==> config.mk <==
export PLATFORM = sky130hd
export DESIGN_NAME = button_conditioner_flat
export DESIGN_NICKNAME = d
export VERILOG_FILES = /design/src/rtl/btn_if.sv /design/src/rtl/button_conditioner.sv /design/src/flat_wrapper.sv
export SDC_FILE = /design/constraint.sdc
export NUM_CORES = 1
export LEC_CHECK = 0
export CORE_ASPECT_RATIO = 0.7
export CORE_UTILIZATION = 55
export CTS_BUF_LIST = sky130_fd_sc_hd__clkbuf_8
export DETAILED_ROUTE_END_ITERATION = 12
export PLACE_DENSITY = 0.72
export SLEW_MARGIN = 20
export SYNTH_ARGS = -nofsm -noshare
export SYNTH_HDL_FRONTEND = slang
export SYNTH_SLANG_ARGS = --single-unit
==> constraint.sdc <==
create_clock -name clk -period 3.7 [get_ports clk]
set_clock_uncertainty 0.15 [all_clocks]
set_input_delay 0.74 -clock clk [delete_from_list [all_inputs] [get_ports clk]]
set_output_delay 0.74 -clock clk [all_outputs]
set_load 0.005 [all_outputs]
==> src/rtl/btn_if.sv <==
`default_nettype none
// ------------------------------------------------------------------
// btn_if: raw button pads in, debounced levels and press pulses out.
// Rev 1.0
// ------------------------------------------------------------------
interface btn_if;
   logic btnl_raw;
   logic btnr_raw;
   logic btnl_pulse;
   logic btnr_pulse;
   logic btnl_level;
   logic btnr_level;

   modport master (
      output btnl_raw, btnr_raw,
      input  btnl_pulse, btnr_pulse, btnl_level, btnr_level
   );

   modport slave (
      input  btnl_raw, btnr_raw,
      output btnl_pulse, btnr_pulse, btnl_level, btnr_level
   );
endinterface
`default_nettype wire

==> src/rtl/button_conditioner.sv <==
`default_nettype none
// ------------------------------------------------------------------
// button_conditioner: sync + debounce of btnl/btnr with one-cycle press pulses;
// define BTN_AUTOREPEAT_EN to add held-button auto-repeat.  Rev 1.0
// ------------------------------------------------------------------
module button_conditioner #(
   parameter int DB_CYCLES     = 1_000_000,
   parameter int CNT_W         = 27,
   parameter int REPEAT_DELAY  = 50_000_000,
   parameter int REPEAT_PERIOD = 10_000_000
) (
   input  logic  clk,
   input  logic  rst,
   btn_if.slave  bus
);

   localparam logic [CNT_W-1:0] c_DB_TERM = CNT_W'(DB_CYCLES);

   if (DB_CYCLES < 1 || REPEAT_DELAY < 1 || REPEAT_PERIOD < 1 ||
       (64'(DB_CYCLES) >> CNT_W) != 64'd0 ||
       (64'(REPEAT_DELAY) >> CNT_W) != 64'd0 ||
       (64'(REPEAT_PERIOD) >> CNT_W) != 64'd0) begin : g_bad_cfg
      $error("button_conditioner: cycle counts must be >= 1 and fit in CNT_W bits");
   end

   // Bit 0 is the left channel, bit 1 the right channel.
   logic [1:0] raw;
   logic [1:0] s1_q;
   logic [1:0] s2_q;
   logic [1:0] stable_q;
   logic [1:0] stable_d;
   logic [1:0] prev_q;
   logic [1:0] rise;
   logic [1:0] rep_fire;
   logic [1:0] pulse_q;
   logic [1:0] pulse_d;
   logic       l_evt;
   logic       r_evt;

   assign raw = {bus.btnr_raw, bus.btnl_raw};

   always_ff @(posedge clk) begin
      if (rst) begin
         s1_q     <= '0;
         s2_q     <= '0;
         stable_q <= '0;
         prev_q   <= '0;
         pulse_q  <= '0;
      end else begin
         s1_q     <= raw;
         s2_q     <= s1_q;
         stable_q <= stable_d;
         prev_q   <= stable_q;
         pulse_q  <= pulse_d;
      end
   end

   assign rise = stable_q & ~prev_q;

`ifdef BTN_AUTOREPEAT_EN
   localparam logic [CNT_W-1:0] c_DELAY_TERM  = CNT_W'(REPEAT_DELAY - 1);
   localparam logic [CNT_W-1:0] c_PERIOD_TERM = CNT_W'(REPEAT_PERIOD - 1);
`endif

   for (genvar i = 0; i < 2; i++) begin : g_chan
      logic [CNT_W-1:0] db_cnt_q;
      logic [CNT_W-1:0] db_cnt_d;
      logic             stable_nxt;

      // Acceptance happens once the mismatch has already been counted DB_CYCLES times.
      always_comb begin
         db_cnt_d   = '0;
         stable_nxt = stable_q[i];
         if (s2_q[i] != stable_q[i]) begin
            if (db_cnt_q == c_DB_TERM) begin
               stable_nxt = s2_q[i];
            end else begin
               db_cnt_d = db_cnt_q + 1'b1;
            end
         end
      end

      always_ff @(posedge clk) begin
         if (rst) begin
            db_cnt_q <= '0;
         end else begin
            db_cnt_q <= db_cnt_d;
         end
      end

      assign stable_d[i] = stable_nxt;

`ifdef BTN_AUTOREPEAT_EN
      logic [CNT_W-1:0] rep_cnt_q;
      logic [CNT_W-1:0] rep_cnt_d;
      logic             rep_first_q;
      logic             rep_first_d;
      logic             fire;

      // Counter tracks cycles since the last pulse; a level about to drop never fires.
      always_comb begin
         rep_cnt_d   = rep_cnt_q;
         rep_first_d = rep_first_q;
         fire        = 1'b0;
         if (!stable_q[i] || !stable_d[i] || rise[i]) begin
            rep_cnt_d   = '0;
            rep_first_d = 1'b1;
         end else if (rep_cnt_q == (rep_first_q ? c_DELAY_TERM : c_PERIOD_TERM)) begin
            fire        = 1'b1;
            rep_cnt_d   = '0;
            rep_first_d = 1'b0;
         end else if (rep_cnt_q != '1) begin
            rep_cnt_d = rep_cnt_q + 1'b1;
         end
      end

      always_ff @(posedge clk) begin
         if (rst) begin
            rep_cnt_q   <= '0;
            rep_first_q <= 1'b1;
         end else begin
            rep_cnt_q   <= rep_cnt_d;
            rep_first_q <= rep_first_d;
         end
      end

      assign rep_fire[i] = fire;
`else
      assign rep_fire[i] = 1'b0;
`endif
   end

   // Left wins a same-cycle collision; the right event is dropped, not deferred.
   assign l_evt   = rise[0] | rep_fire[0];
   assign r_evt   = (rise[1] | rep_fire[1]) & ~l_evt;
   assign pulse_d = {r_evt, l_evt};

   assign bus.btnl_pulse = pulse_q[0];
   assign bus.btnr_pulse = pulse_q[1];
   assign bus.btnl_level = stable_q[0];
   assign bus.btnr_level = stable_q[1];

endmodule
`default_nettype wire

==> src/flat_wrapper.sv <==
// flat-port wrapper written by rule: the top's interface ports become plain ports
module button_conditioner_flat 
#(
   parameter int DB_CYCLES     = 1_000_000,
   parameter int CNT_W         = 27,
   parameter int REPEAT_DELAY  = 50_000_000,
   parameter int REPEAT_PERIOD = 10_000_000
)
  (clk, rst, bus_btnl_raw, bus_btnr_raw, bus_btnl_pulse, bus_btnr_pulse, bus_btnl_level, bus_btnr_level);
  btn_if bus_i ();
  input  logic clk;
  input  logic rst;
  input wire logic [$bits(bus_i.btnl_raw)-1:0] bus_btnl_raw;
  input wire logic [$bits(bus_i.btnr_raw)-1:0] bus_btnr_raw;
  output wire logic [$bits(bus_i.btnl_pulse)-1:0] bus_btnl_pulse;
  output wire logic [$bits(bus_i.btnr_pulse)-1:0] bus_btnr_pulse;
  output wire logic [$bits(bus_i.btnl_level)-1:0] bus_btnl_level;
  output wire logic [$bits(bus_i.btnr_level)-1:0] bus_btnr_level;
  assign bus_i.btnl_raw = bus_btnl_raw;
  assign bus_i.btnr_raw = bus_btnr_raw;
  assign bus_btnl_pulse = bus_i.btnl_pulse;
  assign bus_btnr_pulse = bus_i.btnr_pulse;
  assign bus_btnl_level = bus_i.btnl_level;
  assign bus_btnr_level = bus_i.btnr_level;
  button_conditioner #(.DB_CYCLES(DB_CYCLES), .CNT_W(CNT_W), .REPEAT_DELAY(REPEAT_DELAY), .REPEAT_PERIOD(REPEAT_PERIOD)) u_core (.clk(clk), .rst(rst), .bus(bus_i));
endmodule
==> Word level (Yosys, flattened, before mapping) <==
Cells that the tools add are included.
{ "classes": {"eq_ne": 4, "reduce_logical": 4, "bitwise_logic": 6, "n_addsub": 2} }
{ "op_table": {"columns": ["cell", "n"], "rows": [
  ["$add 27x1->27 const B", 2],
  ["$eq 27x20->1 const B", 2],
  ["$reduce_or 3->1", 2],
  ["$reduce_and 2->1", 2],
  ["$not 1->1", 3],
  ["$and 2x2->2", 1],
  ["$ne 1x1->1", 2],
  ["$not 2->2", 1],
  ["$and 1x1->1", 1]
]} }
{ "word_totals": {"out_inout_bits": 4, "reg_bits": 64, "input_bits": 4, "elab_cells": 24} }

==> Longest topological paths before layout <==
Gate-level depths: netlist of the first run.
{ "depth": {"depth_word": 4, "ltp_mapped": 7, "depth_no_buf": 6} }

==> Worst setup path after synthesis of the first run <==
OpenSTA, ideal clock, no wires.
{ "synth_path": {"path_kind": "flip-flop to flip-flop", "from": "register u_core.g_chan[0].db_cnt_q[0]", "to": "register u_core.g_chan[0].db_cnt_q[24]", "arrival_ns": 1.844, "t_required_ns": 3.479, "path_buffers": 1, "setup_ns": 0.071, "synth_period_minus_slack_ns": 2.065, "path_stages_with_launch": 7, "path_slack_ns": 1.635, "cell_sequence": "dfxtp_1 > ha_1 > nand3_1 > or4_4 > buf_6 > or4_1 > a21oi_1"} }
{ "synth_via": {"elab_chain_cells": 2, "elab_cells_between_ends": 3} }
{ "synth_lines": {"columns": ["item", "line", "text"], "rows": [
  ["start: declaration", "button_conditioner.sv:66", "logic [CNT_W-1:0] db_cnt_q;"],
  ["start signal: assignment", "button_conditioner.sv:87", "db_cnt_q <= db_cnt_d;"],
  ["parallel branches: the longest is 2 deep, another holds $add 27x1->27", null, null]
]} }
Several ways; the timed one is not identified.
A chain may end at the register's enable or synchronous reset.

==> Worst setup path after layout of the first run <==
{ "layout_path": {"from": "register u_core.g_chan[1].db_cnt_q[2]", "to": "register u_core.g_chan[1].db_cnt_q[23]"} }
{ "layout_via": {"elab_chain_cells": 2, "elab_cells_between_ends": 3} }
{ "layout_lines": {"columns": ["item", "line"], "rows": [
  ["start: declaration", "button_conditioner.sv:66"],
  ["start signal: assignment", "button_conditioner.sv:87"],
  ["parallel branches: the longest is 2 deep, another holds $add 27x1->27", null]
]} }
Several ways; the timed one is not identified.

==> impl_metrics.prom, run 1 <==
# TYPE chip_impl_metric gauge
chip_impl_metric{name="clkLatencyLatePin",unit="ns"} 0.34
chip_impl_metric{name="die-area",unit="um^2"} 5530
chip_impl_metric{name="vdd.ir_drop.worst",unit="mV"} 0.397
chip_impl_info{name="synth_top_cell_by_area",value="sky130_fd_sc_hd__dfxtp_1"} 1
chip_impl_metric{name="die_h",unit="um"} 62.5
chip_impl_metric{name="report.final.setup_viol",unit=""} 0
chip_impl_metric{name="i_o_pin_count",unit=""} 8
chip_impl_metric{name="cts-buffers-inserted",unit=""} 9
chip_impl_metric{name="hpwl_after_detailed_placement",unit="um"} 3990
chip_impl_metric{name="first_global_vias",unit=""} 2392
chip_impl_metric{name="fin_nets",unit=""} 350
chip_impl_metric{name="fillCellCount",unit=""} 421
chip_impl_info{name="final_common_cell",value="sky130_fd_sc_hd__dfxtp_1"} 1
chip_impl_metric{name="post_layout_nonfiller_instances",unit=""} 416
chip_impl_metric{name="post_route_cells_drive_above_1_share",unit=""} 0.0576
chip_impl_metric{name="synth_seq_cells",unit=""} 64
chip_impl_metric{name="gpl.final_weighted_congestion",unit=""} 0.769
chip_impl_metric{name="yosysTopAreaCellShare",unit=""} 0.445
chip_impl_metric{name="grt_first_pass_wirelength",unit="um"} 10900
chip_impl_metric{name="max-cap-violations",unit=""} 0
chip_impl_info{name="worst_path_most_repeated_cell",value="sky130_fd_sc_hd__or4_1"} 1
chip_impl_metric{name="hold-worst-slack",unit="ns"} 0.240
chip_impl_info{name="rsz_0062_raised_after_global_routing",value="false"} 1
chip_impl_info{name="timing.critical_path.to_type",value="register"} 1
chip_impl_metric{name="finalCritPeriodShare",unit=""} 0.647
chip_impl_metric{name="drcViolationCount",unit=""} 0
chip_impl_metric{name="cts_resized",unit=""} 0
chip_impl_info{name="layout.cells.most_common_list",value="64 x sky130_fd_sc_hd__dfxtp_1, 39 x sky130_fd_sc_hd__nor2_1, 26 x sky130_fd_sc_hd__a21oi_1, 20 x sky130_fd_sc_hd__nand4_1"} 1
chip_impl_metric{name="synth.net_count",unit=""} 341
chip_impl_info{name="run_status",value="complete, no violations"} 1
chip_impl_metric{name="grt.overflow.total",unit=""} 0
chip_impl_metric{name="cpPeakStageDelay",unit="ns"} 0.78
chip_impl_info{name="hold_class",value="reg -> reg"} 1
chip_impl_metric{name="syn-cell-area",unit="um^2"} 2880
chip_impl_metric{name="post-cts-setup-buffer-count",unit=""} 0
chip_impl_metric{name="yosysUniqueCellTypes",unit=""} 33
chip_impl_metric{name="worst-path-buf-inv",unit=""} 0
chip_impl_info{name="crit_slowest_cell",value="sky130_fd_sc_hd__or4_1"} 1
chip_impl_metric{name="synthesis.instances",unit=""} 333
chip_impl_info{name="clock_tree_from_tritoncts",value="done"} 1
chip_impl_metric{name="starting_density",unit=""} 0.585
chip_impl_metric{name="setup-tns-final",unit="ns"} 0
chip_impl_metric{name="hold_buffers",unit=""} 0
chip_impl_metric{name="die_width",unit="um"} 88.4
chip_impl_info{name="worst-setup-path-type",value="reg -> reg"} 1
chip_impl_metric{name="area.sequential",unit="um^2"} 1280
chip_impl_info{name="crit_family",value="simple AND/OR/NAND/NOR gates"} 1
chip_impl_metric{name="design_power_total",unit="mW"} 1.35
chip_impl_metric{name="drt_first_iter_violations",unit=""} 197
chip_impl_metric{name="drt-wirelength-per-cell",unit="um"} 14.1
chip_impl_metric{name="grt_max_degree",unit=""} 28
chip_impl_metric{name="htree_num_levels",unit=""} 3
chip_impl_info{name="clock-root-buffer",value="sky130_fd_sc_hd__clkbuf_8"} 1
chip_impl_metric{name="floorplan.core_area",unit="um^2"} 4910
chip_impl_metric{name="cts_num_sinks",unit=""} 64
chip_impl_metric{name="worst-slew-pin-transition",unit="ns"} 0.712
chip_impl_info{name="startpoint_type",value="register"} 1
chip_impl_metric{name="syn_to_final_growth",unit="%"} 11.8
chip_impl_metric{name="insertedDiodeCount",unit=""} 0
chip_impl_metric{name="worst_ep_required_time",unit="ns"} 3.82
chip_impl_metric{name="power.static_leakage",unit="nW"} 0.906
chip_impl_info{name="synth_top_cells_by_area",value="sky130_fd_sc_hd__dfxtp_1 45%, sky130_fd_sc_hd__xnor2_1 5.5%, sky130_fd_sc_hd__nor2_1 5.1%"} 1
chip_impl_metric{name="pwr_density_cell",unit="nW/um^2"} 420
chip_impl_metric{name="port-buffer-count",unit=""} 7
chip_impl_metric{name="antenna_left",unit=""} 0
chip_impl_metric{name="critical_path.max_fanout",unit=""} 13
chip_impl_metric{name="rows",unit=""} 21
chip_impl_info{name="crit_chain",value="nand3_1 -> or4_1 -> or4_1 -> a21oi_1"} 1
chip_impl_metric{name="cts_buffer_depth",unit=""} 2
chip_impl_metric{name="worst_setup_hold_path_clk_slew",unit="ns"} 0.07
chip_impl_metric{name="final_hold_viol_count",unit=""} 0
chip_impl_metric{name="multi_input_area",unit="um^2"} 1510
chip_impl_metric{name="slew_headroom",unit=""} 0.524
chip_impl_metric{name="firstDrtPassIters",unit=""} 4
chip_impl_metric{name="routed_via_density",unit=""} 5.87
chip_impl_metric{name="yosys_warnings",unit=""} 0
chip_impl_metric{name="min_period",unit="ns"} 2.39
chip_impl_metric{name="syn_area_per_cell",unit="um^2"} 8.64
chip_impl_metric{name="synth_sequential_area_ratio",unit=""} 0.445
chip_impl_metric{name="placed_cells_incl_taps",unit=""} 400
chip_impl_metric{name="grt_antenna_before_repair",unit=""} 0
chip_impl_metric{name="wl",unit="um"} 5870
chip_impl_metric{name="max_slew_violation_count",unit=""} 0
chip_impl_metric{name="grt_use_total",unit=""} 0.255
chip_impl_metric{name="dr_total_vias",unit=""} 2443
chip_impl_metric{name="maxClockFrequency",unit="MHz"} 418
chip_impl_metric{name="arrival_time_at_the_worst_endpoint",unit="ns"} 2.51
[registers in the layout (all words and copies together), names as in the netlist]
signal / cells
u_core.stable_q: 2
u_core.prev_q: 2
u_core.pulse_q: 2
u_core.s2_q: 2
u_core.g_chan.db_cnt_q: 54
u_core.s1_q: 2
[report_power, final]
part           internal, mW  leakage [nW]  switching, mW
logic               0.00640         0.278        0.00897
clock network         0.374         0.112          0.267
registers             0.691         0.516        0.00167
total                  1.07         0.906          0.277
[cell usage after synthesis]
| library cell | n |
|---|---|
| sky130_fd_sc_hd__a21oi_1 | 26 |
| sky130_fd_sc_hd__and2_1 | 1 |
| sky130_fd_sc_hd__and3_1 | 3 |
| sky130_fd_sc_hd__and4_1 | 5 |
| sky130_fd_sc_hd__buf_2 | 1 |
| sky130_fd_sc_hd__buf_6 | 1 |
| sky130_fd_sc_hd__clkbuf_1 | 6 |
| sky130_fd_sc_hd__clkbuf_2 | 2 |
| sky130_fd_sc_hd__dfxtp_1 | 64 |
| sky130_fd_sc_hd__ha_1 | 4 |
| sky130_fd_sc_hd__inv_1 | 14 |
| sky130_fd_sc_hd__nand2_1 | 13 |
| sky130_fd_sc_hd__nand3_1 | 17 |
| sky130_fd_sc_hd__nand4_1 | 20 |
| sky130_fd_sc_hd__nand4_4 | 1 |
| sky130_fd_sc_hd__nand4b_1 | 1 |
| sky130_fd_sc_hd__nor2_1 | 39 |
| sky130_fd_sc_hd__nor2b_1 | 5 |
| sky130_fd_sc_hd__nor3_1 | 5 |
| sky130_fd_sc_hd__nor4_1 | 10 |
| sky130_fd_sc_hd__nor4b_1 | 5 |
| sky130_fd_sc_hd__nor4bb_1 | 1 |
| sky130_fd_sc_hd__o21ai_0 | 18 |
| sky130_fd_sc_hd__o21ai_1 | 2 |
| sky130_fd_sc_hd__o31ai_1 | 8 |
| sky130_fd_sc_hd__o41ai_1 | 1 |
| sky130_fd_sc_hd__or2_2 | 1 |
| sky130_fd_sc_hd__or3_1 | 18 |
| sky130_fd_sc_hd__or4_1 | 11 |
| sky130_fd_sc_hd__or4_4 | 1 |
| sky130_fd_sc_hd__or4b_2 | 1 |
| sky130_fd_sc_hd__xnor2_1 | 18 |
| sky130_fd_sc_hd__xor2_1 | 10 |
[per-layer routing]
layer,vias up,global-route usage,part of all wire
met5,-,0,0
met4,0,0.0645,0.0053
met3,6,0.0964,0.047
met2,42,0.366,0.42
met1,1160,0.358,0.53
li1,1235,-,-
[worst paths after layout]
path	slack [ns]	start	end	cells past startpoint
worst max register to register	1.31	u_core.g_chan[1].db_cnt_q[2]	u_core.g_chan[1].db_cnt_q[23]	4
worst max-delay path	1.31	u_core.g_chan[1].db_cnt_q[2]	u_core.g_chan[1].db_cnt_q[23]	4
worst min register to register	0.24	u_core.prev_q[1]	u_core.pulse_q[1]	1
worst min-delay path	0.24	u_core.prev_q[1]	u_core.pulse_q[1]	1
[per-stage QoR]
| step | instance area (um^2) | utilization | setup slack [ns] |
|---|---|---|---|
| after floorplan | 2880 | - | 1.64 |
| after global placement | 3000 | 0.610 | 1.32 |
| after detailed placement | 3000 | 0.610 | 1.25 |
| after CTS | 3210 | 0.653 | 1.34 |
| after global routing | 3220 | 0.654 | 1.13 |
| final | 3220 | 0.654 | 1.31 |
[area by class of cell]
cell class | count | area share
Timing Repair Buffer | 8 | 0.0241
Multi-Input combinational cell | 245 | 0.468
Clock inverter | 7 | 0.0276
Tap cell | 69 | 0.0268
Clock buffer | 9 | 0.0385
Inverter | 14 | 0.0163
Sequential cell | 64 | 0.398
[cell families after synthesis]
| logic type | share of synthesized area |
|---|---|
| AO/OA/AOI/OAI | 0.104 |
| AND/OR/NAND/NOR | 0.313 |
| buffers and inverters | 0.0352 |
| adder cells (fa/ha/maj) | 0.0174 |
| XOR/XNOR | 0.0853 |
| flip-flops | 0.445 |
Note: power is estimated with default switching activity, not from simulation.
==> run 2, diff against run 1 <==
--- a/config.mk
+++ b/config.mk
@@ -9,7 +9,7 @@
 export CORE_UTILIZATION = 55
 export CTS_BUF_LIST = sky130_fd_sc_hd__clkbuf_8
 export DETAILED_ROUTE_END_ITERATION = 12
-export PLACE_DENSITY = 0.72
+export PLACE_DENSITY = 0.75
 export SLEW_MARGIN = 20
 export SYNTH_ARGS = -nofsm -noshare
 export SYNTH_HDL_FRONTEND = slang
==> constraint.sdc (replaced) <==
create_clock -name clk -period 2.2 [get_ports clk]
set_clock_uncertainty 0.15 [all_clocks]
set_input_delay 0.44 -clock clk [delete_from_list [all_inputs] [get_ports clk]]
set_output_delay 0.44 -clock clk [all_outputs]
set_load 0.005 [all_outputs]
==> run 2 against run 1 <==
Against the previous run:
- clock power increased by 92%
- final cell count increased by 4.6%
- maximum frequency increased by 14%
- setup slack got worse by 1.2 ns
- sequential power increased by 69%
- register-to-register slack got worse by 1.2 ns
- total power increased by 80%
- die area unchanged
- largest power group is now the clock network
==> impl_metrics.prom, run 2 (synthesis gave the netlist of run 1 again) <==
# TYPE chip_impl_metric gauge
chip_impl_info{name="run_status",value="complete, no violations"} 1
chip_impl_metric{name="finalInstanceArea",unit="um^2"} 3410
chip_impl_metric{name="firstDrtPassIters",unit=""} 6
chip_impl_metric{name="multi_input_area",unit="um^2"} 1510
chip_impl_metric{name="worst-slew-pin-transition",unit="ns"} 0.423
chip_impl_metric{name="maxClockFrequency",unit="MHz"} 476
chip_impl_metric{name="drcViolationCount",unit=""} 0
chip_impl_info{name="rsz_0062_raised_after_global_routing",value="false"} 1
chip_impl_metric{name="grt.overflow.total",unit=""} 0
chip_impl_info{name="largest_register",value="u_core.g_chan.db_cnt_q"} 1
chip_impl_metric{name="placed_cells_incl_taps",unit=""} 419
chip_impl_metric{name="first_global_vias",unit=""} 2284
chip_impl_metric{name="floorplan.core_area",unit="um^2"} 4910
chip_impl_info{name="crit_chain",value="nand4_4 -> or4_4 -> or4_1 -> a21oi_1"} 1
chip_impl_info{name="worst-setup-path-type",value="reg -> reg"} 1
chip_impl_metric{name="design_power_total",unit="mW"} 2.43
chip_impl_metric{name="arrival_time_at_the_worst_endpoint",unit="ns"} 2.23
chip_impl_metric{name="die_width",unit="um"} 88.4
chip_impl_metric{name="grt_first_pass_wirelength",unit="um"} 10500
chip_impl_metric{name="i_o_pin_count",unit=""} 8
chip_impl_metric{name="cts_num_sinks",unit=""} 64
chip_impl_metric{name="post_route_cells_drive_above_1_share",unit=""} 0.117
chip_impl_metric{name="critical_path.max_fanout",unit=""} 11
chip_impl_metric{name="syn_to_final_growth",unit="%"} 18.7
chip_impl_info{name="final_common_cell",value="sky130_fd_sc_hd__dfxtp_1"} 1
chip_impl_metric{name="fillCellCount",unit=""} 408
chip_impl_metric{name="die-area",unit="um^2"} 5530
chip_impl_metric{name="max-cap-violations",unit=""} 0
chip_impl_metric{name="rows",unit=""} 21
chip_impl_metric{name="setup_ws",unit="ns"} 0.0998
chip_impl_info{name="startpoint_type",value="register"} 1
chip_impl_metric{name="grt_antenna_before_repair",unit=""} 0
chip_impl_metric{name="max_slew_violation_count",unit=""} 0
chip_impl_metric{name="post_layout_nonfiller_instances",unit=""} 435
chip_impl_metric{name="hold-worst-slack",unit="ns"} 0.238
chip_impl_metric{name="htree_num_levels",unit=""} 3
chip_impl_metric{name="setup-tns-final",unit="ns"} 0
chip_impl_metric{name="routed_via_density",unit=""} 5.79
chip_impl_metric{name="dr_total_vias",unit=""} 2518
chip_impl_metric{name="hpwl_after_detailed_placement",unit="um"} 4310
chip_impl_metric{name="min_period",unit="ns"} 2.10
chip_impl_metric{name="grt_max_degree",unit=""} 28
chip_impl_metric{name="post_dp_cell_area",unit="um^2"} 3160
chip_impl_metric{name="clkLatencyLatePin",unit="ns"} 0.35
chip_impl_metric{name="worst_ep_required_time",unit="ns"} 2.33
chip_impl_info{name="layout.cells.most_common_list",value="64 x sky130_fd_sc_hd__dfxtp_1, 39 x sky130_fd_sc_hd__nor2_1, 26 x sky130_fd_sc_hd__a21oi_1, 20 x sky130_fd_sc_hd__nand4_1"} 1
chip_impl_metric{name="port-buffer-count",unit=""} 7
chip_impl_metric{name="worst_setup_hold_path_clk_slew",unit="ns"} 0.07
chip_impl_metric{name="wl",unit="um"} 6240
chip_impl_metric{name="antenna_left",unit=""} 0
chip_impl_metric{name="grt_use_total",unit=""} 0.248
chip_impl_metric{name="report.final.setup_viol",unit=""} 0
chip_impl_metric{name="insertedDiodeCount",unit=""} 0
chip_impl_metric{name="cts-buffers-inserted",unit=""} 9
chip_impl_info{name="clock_tree_from_tritoncts",value="done"} 1
chip_impl_metric{name="slew_headroom",unit=""} 0.715
chip_impl_info{name="timing.critical_path.to_type",value="register"} 1
chip_impl_metric{name="die_h",unit="um"} 62.5
chip_impl_metric{name="power.static_leakage",unit="nW"} 1.02
chip_impl_metric{name="cpPeakStageDelay",unit="ns"} 0.63
chip_impl_metric{name="area.sequential",unit="um^2"} 1280
chip_impl_metric{name="gpl.final_weighted_congestion",unit=""} 0.830
chip_impl_info{name="hold_class",value="reg -> reg"} 1
chip_impl_metric{name="drt-wirelength-per-cell",unit="um"} 14.4
chip_impl_metric{name="fin_nets",unit=""} 369
chip_impl_metric{name="vdd.ir_drop.worst",unit="mV"} 0.508
chip_impl_metric{name="final_hold_viol_count",unit=""} 0
chip_impl_metric{name="pwr_density_cell",unit="nW/um^2"} 711
chip_impl_metric{name="drt_first_iter_violations",unit=""} 233
chip_impl_metric{name="cts_buffer_depth",unit=""} 2
chip_impl_info{name="clock-root-buffer",value="sky130_fd_sc_hd__clkbuf_8"} 1
chip_impl_info{name="crit_slowest_cell",value="sky130_fd_sc_hd__or4_4"} 1
chip_impl_metric{name="finalCritPeriodShare",unit=""} 0.955
chip_impl_metric{name="pre_cts_slack",unit="ns"} 0.117
chip_impl_metric{name="largest_reg_flops",unit=""} 54
chip_impl_metric{name="starting_density",unit=""} 0.585
chip_impl_metric{name="final_core_util",unit=""} 0.695
## run 2: cell count changes in the layout (fill, tap and decap cells not counted), sizes merged
cell,change
buf,+19
inv,-2
clkinv,+1
bufinv,+1
## run 2: path summary, 6_finish.rpt
kind	from	to	slack [ns]	cells after the start
hold reg to reg	u_core.prev_q[1]	u_core.pulse_q[1]	0.24	1
setup / recovery	u_core.g_chan[0].db_cnt_q[4]	u_core.g_chan[0].db_cnt_q[26]	0.1	4
hold / removal	u_core.prev_q[1]	u_core.pulse_q[1]	0.24	1
setup reg to reg	u_core.g_chan[0].db_cnt_q[4]	u_core.g_chan[0].db_cnt_q[26]	0.1	4
## run 2: where the power goes
group | internal, mW | switching [mW] | total [mW]
clock network | 0.754 | 0.478 | 1.23
logic | 0.0148 | 0.0167 | 0.0314
registers | 1.16 | 0.00283 | 1.17
total | 1.93 | 0.498 | 2.43
## run 2: area by class of cell
cell class | count | area share
inverters | 14 | 0.0154
well taps | 69 | 0.0253
clock inverters | 7 | 0.0352
flip-flops and latches | 64 | 0.375
repair buffers | 27 | 0.0718
clock buffers | 9 | 0.0363
multi-input cells | 245 | 0.441
## run 2: metal layers
layer	global-route usage	share of wire	routed length (um)	up-vias
met4	0.0706	0.010	64	0
met5	0	0	0	-
met3	0.107	0.067	417	8
li1	-	-	-	1277
met2	0.346	0.42	2620	73
met1	0.345	0.50	3150	1160
## run 2: worst max-delay path: cells and delay by family, from the launching register on
family / cells / cell delay (ns)
simple gates: 3 / 1.27
flops: 1 / 0.47
compound gates: 1 / 0.14
## run 2: what timing repair did
action | in CTS | in global routing
hold buffers | 0 | 0
resized for setup | 0 | 2
endpoints found under the setup margin | 0 | 3
buffers inserted | 0 | 0
